## config.mk

```make
export PLATFORM = sky130hd
export DESIGN_NAME = turbo_punc_mux
export DESIGN_NICKNAME = d
export VERILOG_FILES = /design/src/rtl/turbo_punc_mux.sv
export SDC_FILE = /design/constraint.sdc
export NUM_CORES = 1
export LEC_CHECK = 0
export CAP_MARGIN = 20
export CORE_UTILIZATION = 35
export CTS_BUF_LIST = sky130_fd_sc_hd__clkbuf_4 sky130_fd_sc_hd__clkbuf_8
export CTS_CLUSTER_DIAMETER = 60
export DETAILED_ROUTE_END_ITERATION = 6
export GPL_ROUTABILITY_DRIVEN = 0
export GPL_TIMING_DRIVEN = 0
export HOLD_SLACK_MARGIN = 0.03
export PLACE_DENSITY = 0.55
export SLEW_MARGIN = 20
export SYNTH_ARGS = -nofsm -noshare
export SYNTH_HDL_FRONTEND = slang
export SYNTH_SLANG_ARGS = --single-unit
```

## constraint.sdc

```tcl
create_clock -name clk -period 2.5 [get_ports clk]
set_input_delay 0.75 -clock clk [delete_from_list [all_inputs] [get_ports clk]]
set_output_delay 0.75 -clock clk [all_outputs]
set_load 0.005 [all_outputs]
```

## src/rtl/turbo_punc_mux.sv

```systemverilog
// Turbo encoder output stage: collects systematic, parity-1 and parity-2 nibbles,
// optionally punctures them to rate 1/2 and emits one framed serial bitstream.
module turbo_punc_mux #(
    parameter bit RATE_HALF = 1'b1
) (
    input  logic       clk,
    input  logic       rst,
    input  logic [3:0] msg,
    input  logic       msg_vld,
    input  logic [3:0] c_1,
    input  logic       c1_over,
    input  logic [3:0] c_2,
    input  logic       c2_over,
    output logic       dout,
    output logic       dout_vld,
    output logic       sof,
    output logic       eof,
    output logic       busy,
    output logic       ovr_err
);

    localparam int         N_BITS   = RATE_HALF ? 8 : 12;
    localparam logic [3:0] CNT_LAST = 4'(N_BITS - 1);

    localparam logic [0:0] S_IDLE  = 1'b0;
    localparam logic [0:0] S_SHIFT = 1'b1;

    logic [0:0]  state_q, state_d;
    logic [3:0]  cnt_q, cnt_d;
    logic [11:0] sr_q, sr_d;
    logic [3:0]  msg_q, msg_d;
    logic [3:0]  p1_q, p1_d;
    logic [3:0]  p2_q, p2_d;
    logic        f_msg_q, f_msg_d;
    logic        f_p1_q, f_p1_d;
    logic        f_p2_q, f_p2_d;
    logic        ovr_q, ovr_d;

    logic        all_set;
    logic        last_bit;
    logic        load;

    // Bit i of the returned word is the i-th bit on the wire (shifted out LSB first).
    function automatic logic [11:0] build_frame(input logic [3:0] m,
                                                input logic [3:0] p1,
                                                input logic [3:0] p2);
        if (RATE_HALF)
            build_frame = {4'b0000, p2[3], m[3], p1[2], m[2], p2[1], m[1], p1[0], m[0]};
        else
            build_frame = {p2[3], p1[3], m[3], p2[2], p1[2], m[2],
                           p2[1], p1[1], m[1], p2[0], p1[0], m[0]};
    endfunction

    always_comb begin
        state_d  = state_q;
        cnt_d    = cnt_q;
        sr_d     = sr_q;
        msg_d    = msg_q;
        p1_d     = p1_q;
        p2_d     = p2_q;
        f_msg_d  = f_msg_q;
        f_p1_d   = f_p1_q;
        f_p2_d   = f_p2_q;
        ovr_d    = ovr_q;

        all_set  = f_msg_q & f_p1_q & f_p2_q;
        last_bit = (state_q == S_SHIFT) && (cnt_q == CNT_LAST);
        load     = all_set && ((state_q == S_IDLE) || last_bit);

        if (load) begin
            sr_d    = build_frame(msg_q, p1_q, p2_q);
            cnt_d   = 4'd0;
            state_d = S_SHIFT;
            f_msg_d = 1'b0;
            f_p1_d  = 1'b0;
            f_p2_d  = 1'b0;
        end else if (state_q == S_SHIFT) begin
            sr_d = {1'b0, sr_q[11:1]};
            if (last_bit) begin
                cnt_d   = 4'd0;
                state_d = S_IDLE;
            end else begin
                cnt_d = cnt_q + 4'd1;
            end
        end

        // A strobe landing on the same edge that drains its flag is a normal capture.
        if (msg_vld) begin
            if (f_msg_q && !load) ovr_d = 1'b1;
            else begin
                msg_d   = msg;
                f_msg_d = 1'b1;
            end
        end
        if (c1_over) begin
            if (f_p1_q && !load) ovr_d = 1'b1;
            else begin
                p1_d   = c_1;
                f_p1_d = 1'b1;
            end
        end
        if (c2_over) begin
            if (f_p2_q && !load) ovr_d = 1'b1;
            else begin
                p2_d   = c_2;
                f_p2_d = 1'b1;
            end
        end
    end

    always_ff @(posedge clk) begin
        if (rst) begin
            state_q <= S_IDLE;
            cnt_q   <= 4'd0;
            sr_q    <= 12'd0;
            msg_q   <= 4'd0;
            p1_q    <= 4'd0;
            p2_q    <= 4'd0;
            f_msg_q <= 1'b0;
            f_p1_q  <= 1'b0;
            f_p2_q  <= 1'b0;
            ovr_q   <= 1'b0;
        end else begin
            state_q <= state_d;
            cnt_q   <= cnt_d;
            sr_q    <= sr_d;
            msg_q   <= msg_d;
            p1_q    <= p1_d;
            p2_q    <= p2_d;
            f_msg_q <= f_msg_d;
            f_p1_q  <= f_p1_d;
            f_p2_q  <= f_p2_d;
            ovr_q   <= ovr_d;
        end
    end

    always_comb begin
        busy     = (state_q == S_SHIFT);
        dout_vld = busy;
        dout     = busy & sr_q[0];
        sof      = busy && (cnt_q == 4'd0);
        eof      = busy && (cnt_q == CNT_LAST);
        ovr_err  = ovr_q;
    end

endmodule

```

==> flow_summary_export.csv <==
group,metric,value,unit
sta,period_minus_slack,2.421,ns
global_routing,grt_max_degree,16,
sta,post-route-period-util,0.9685,
clock_tree,cts-root-buf,"clkbuf_4",
clock_tree,insertion_delay,0.32,ns
synth,synthesis.nets,154,
clock_tree,cts_made_buffers,3,
setup_path,startpoint_type,"flop",
route,wl,2294,um
sta,final-setup-viol-count,0,
sta,slew_viol_final,0,
synth,ys_warn_count,0,
setup_path,cp.arrival,1.67,ns
sta,hold_viol_final,0,
clock_tree,tritoncts,"done",
synth,syn_inst,135,
pwr,p_clk_frac,0.258,
die,die_area,3589,um^2
clock_tree,cts_setup_buffers,0,
pwr,power_density,489.9,nW/um^2
sta,worst_slack,0.07876,ns
clock_tree,cts.hold.buffers_added,0,
global_routing,antenna_found_initial,0,
placed_design,dp_hpwl,1729,um
setup_path,critPathRequiredTime,1.75,ns
finish,design_area,1459,um^2
clock_tree,cts.path.max_buffers,2,
route,wire_per_inst,11.41,um
pwr,power.share.switching,0.2532,
global_routing,grt_overflow_total,0,
pwr,p_sw,0.1810,mW
global_routing,grt_use_total,0.1528,
pwr,peakVddDrop,191.8,uV
finish,fill_cells,311,
route,vias_per_cell,4.985,
route,vias,1002,
die,rows,20,
sta,worst_slew_pin_slew,0.4855,ns
status,outcome,"finished clean",
placed_design,port-buffer-count,18,
sta,fmaxAchievable,413.0,MHz
sta,skew,0.004151,ns
die,design.core.area,3128,um^2
finish,final_cell_mix,"nand2_1 (22), dfxtp_1 (22), clkdlybuf4s50_1 (17), nor2_1 (14), nand2b_1 (12)",
hold_path,hp-class,"flop to flop",
pwr,intPower,0.5337,mW
sta,max-slew-margin-rel,0.6763,
die,initial_core_util,0.3752,
setup_path,critPathKind,"flop to output port",
job,drv_cap,0,
clock_tree,cts_num_sinks,25,
global_routing,grt_pass1_vias,923,
setup_path,crit_start,"cnt_q[0]",
route,ant_nets,0,
die,die-width,59.91,um
die,pin_count,23,
route,first_pass_iters,4,
clock_tree,htreeDepth,1,
synth,yosysSeqAreaShare,0.4264,
finish,nets,177,
synth,synth_cell_types,34,
setup_path,setup.worst_path.end_class,"output port",
global_routing,grt_pass1_wl,4091,um
pwr,p_seq_frac,0.608,
pwr,pwr-share-comb,0.134,
route,drt_iter0_drc,50,
setup_path,r2r-start,"cnt_q[0]",
finish,drive_gt1_frac,0.1146,
synth,syn_area,1174,um^2
placed_design,place_ws,0.1875,ns
finish,area_growth,24.31,%
hold_path,worstHoldStart,"msg_q[0]",
setup_path,cp_max_fo,5,
synth,ys_seq_elements,25,
clock_tree,path_clk_slew,0.13,ns
die,die_h,59.91,um
pwr,power.leakage,0.5296,nW
placed_design,dpl_cell_area,1409,um^2
finish,n_antenna_cell,0,
clock_tree,cts.repair.resized,4,
synth,syn_area_per_cell,8.694,um^2
route,drc,0,
## per-stage QoR
stage	hold slack [ns]	instances	utilization	TNS (ns)	power, mW
floorplan	0.4483	135	-	0	0.4983
global placement	0.4663	197	0.4504	0	0.5378
detailed placement	0.4719	197	0.4504	0	0.5401
CTS	0.4921	201	0.4636	0	0.7304
global route	0.5108	201	0.4664	-0.02039	0.7611
finish	0.4871	201	0.4664	0	0.7147
## worst paths after layout
path / end / slack [ns] / cells after the start
setup / recovery: eof / 0.08 / 4
hold / removal: msg_q[0] / 0.49 / 2
setup reg to reg: p2_q[1] / 0.95 / 5
hold reg to reg: msg_q[0] / 0.49 / 2
## layout make-up
class	instances	area, um^2	area share
Timing Repair Buffer	18	182.7	0.1252
Multi-Input combinational cell	98	616.8	0.4228
Buffer	8	52.55	0.03602
Inverter	4	15.01	0.01029
Sequential cell	25	506.7	0.3473
Clock inverter	1	7.507	0.005146
Clock buffer	3	22.52	0.01544
Tap cell	44	55.05	0.03774
## power by group through the flow
stage          Clock (mW)  Combinational (mW)  Sequential [mW]
6_report            0.185              0.0957            0.434
2_1_floorplan           0              0.0582            0.440
3_3_place_gp            0              0.0945            0.443
5_1_grt             0.214               0.109            0.438
4_1_cts             0.198              0.0973            0.435
3_5_place_dp            0              0.0965            0.444
## critical path, cell delays in order (launching register included)
cell and delay, ns:
dfxtp_4 0.39, ha_2 0.21, nand2_1 0.08, nor3_1 0.15, clkdlybuf4s50_1 0.53
## cells by family after synthesis
group,share of synthesized area
simple gates,0.2495
xor+xnor,0.007464
mux,0.07676
flops,0.4264
compound gates,0.1631
buf+inv,0.05543
fa+ha+maj,0.02132
## flip-flops by register name, indices dropped and copies added, names as in the netlist
| signal | flops |
|---|---|
| busy | 1 |
| ovr_err | 1 |
| sr_q | 8 |
| f_p1_q | 1 |
| f_p2_q | 1 |
| p1_q | 2 |
| cnt_q | 4 |
| msg_q | 4 |
| f_msg_q | 1 |
| p2_q | 2 |
## Yosys cell counts, drive strengths merged
library cell	instances	area, um^2
a221oi	1	8.760
buf	5	38.78
mux2i	9	90.09
a311oi	7	61.31
a21o	1	7.510
a21oi	6	30.03
nand4	1	6.260
a21boi	2	18.77
or3	1	6.260
and3b	1	12.51
nor3	3	15.01
nor2	14	52.55
xor2	1	8.760
nand2b	12	75.07
o21a	1	7.510
clkbuf	3	11.26
dfxtp	25	500.5
nand3	3	15.01
inv	4	15.01
o21ai	3	26.28
o221ai	1	8.760
nand2	22	82.58
and2	2	12.51
ha	2	25.02
a31oi	1	6.260
nor4b	1	8.760
a211oi	1	7.510
a32oi	1	8.760
and3	1	6.260
## routing by layer
metal,vias up,global-route usage,share of wire
li1,515,-,-
met1,452,0.2093,0.51
met2,31,0.2381,0.42
met3,4,0.01948,0.055
met4,0,0.06977,0.017
met5,-,0,0
Power figures use the tool's default switching activity.
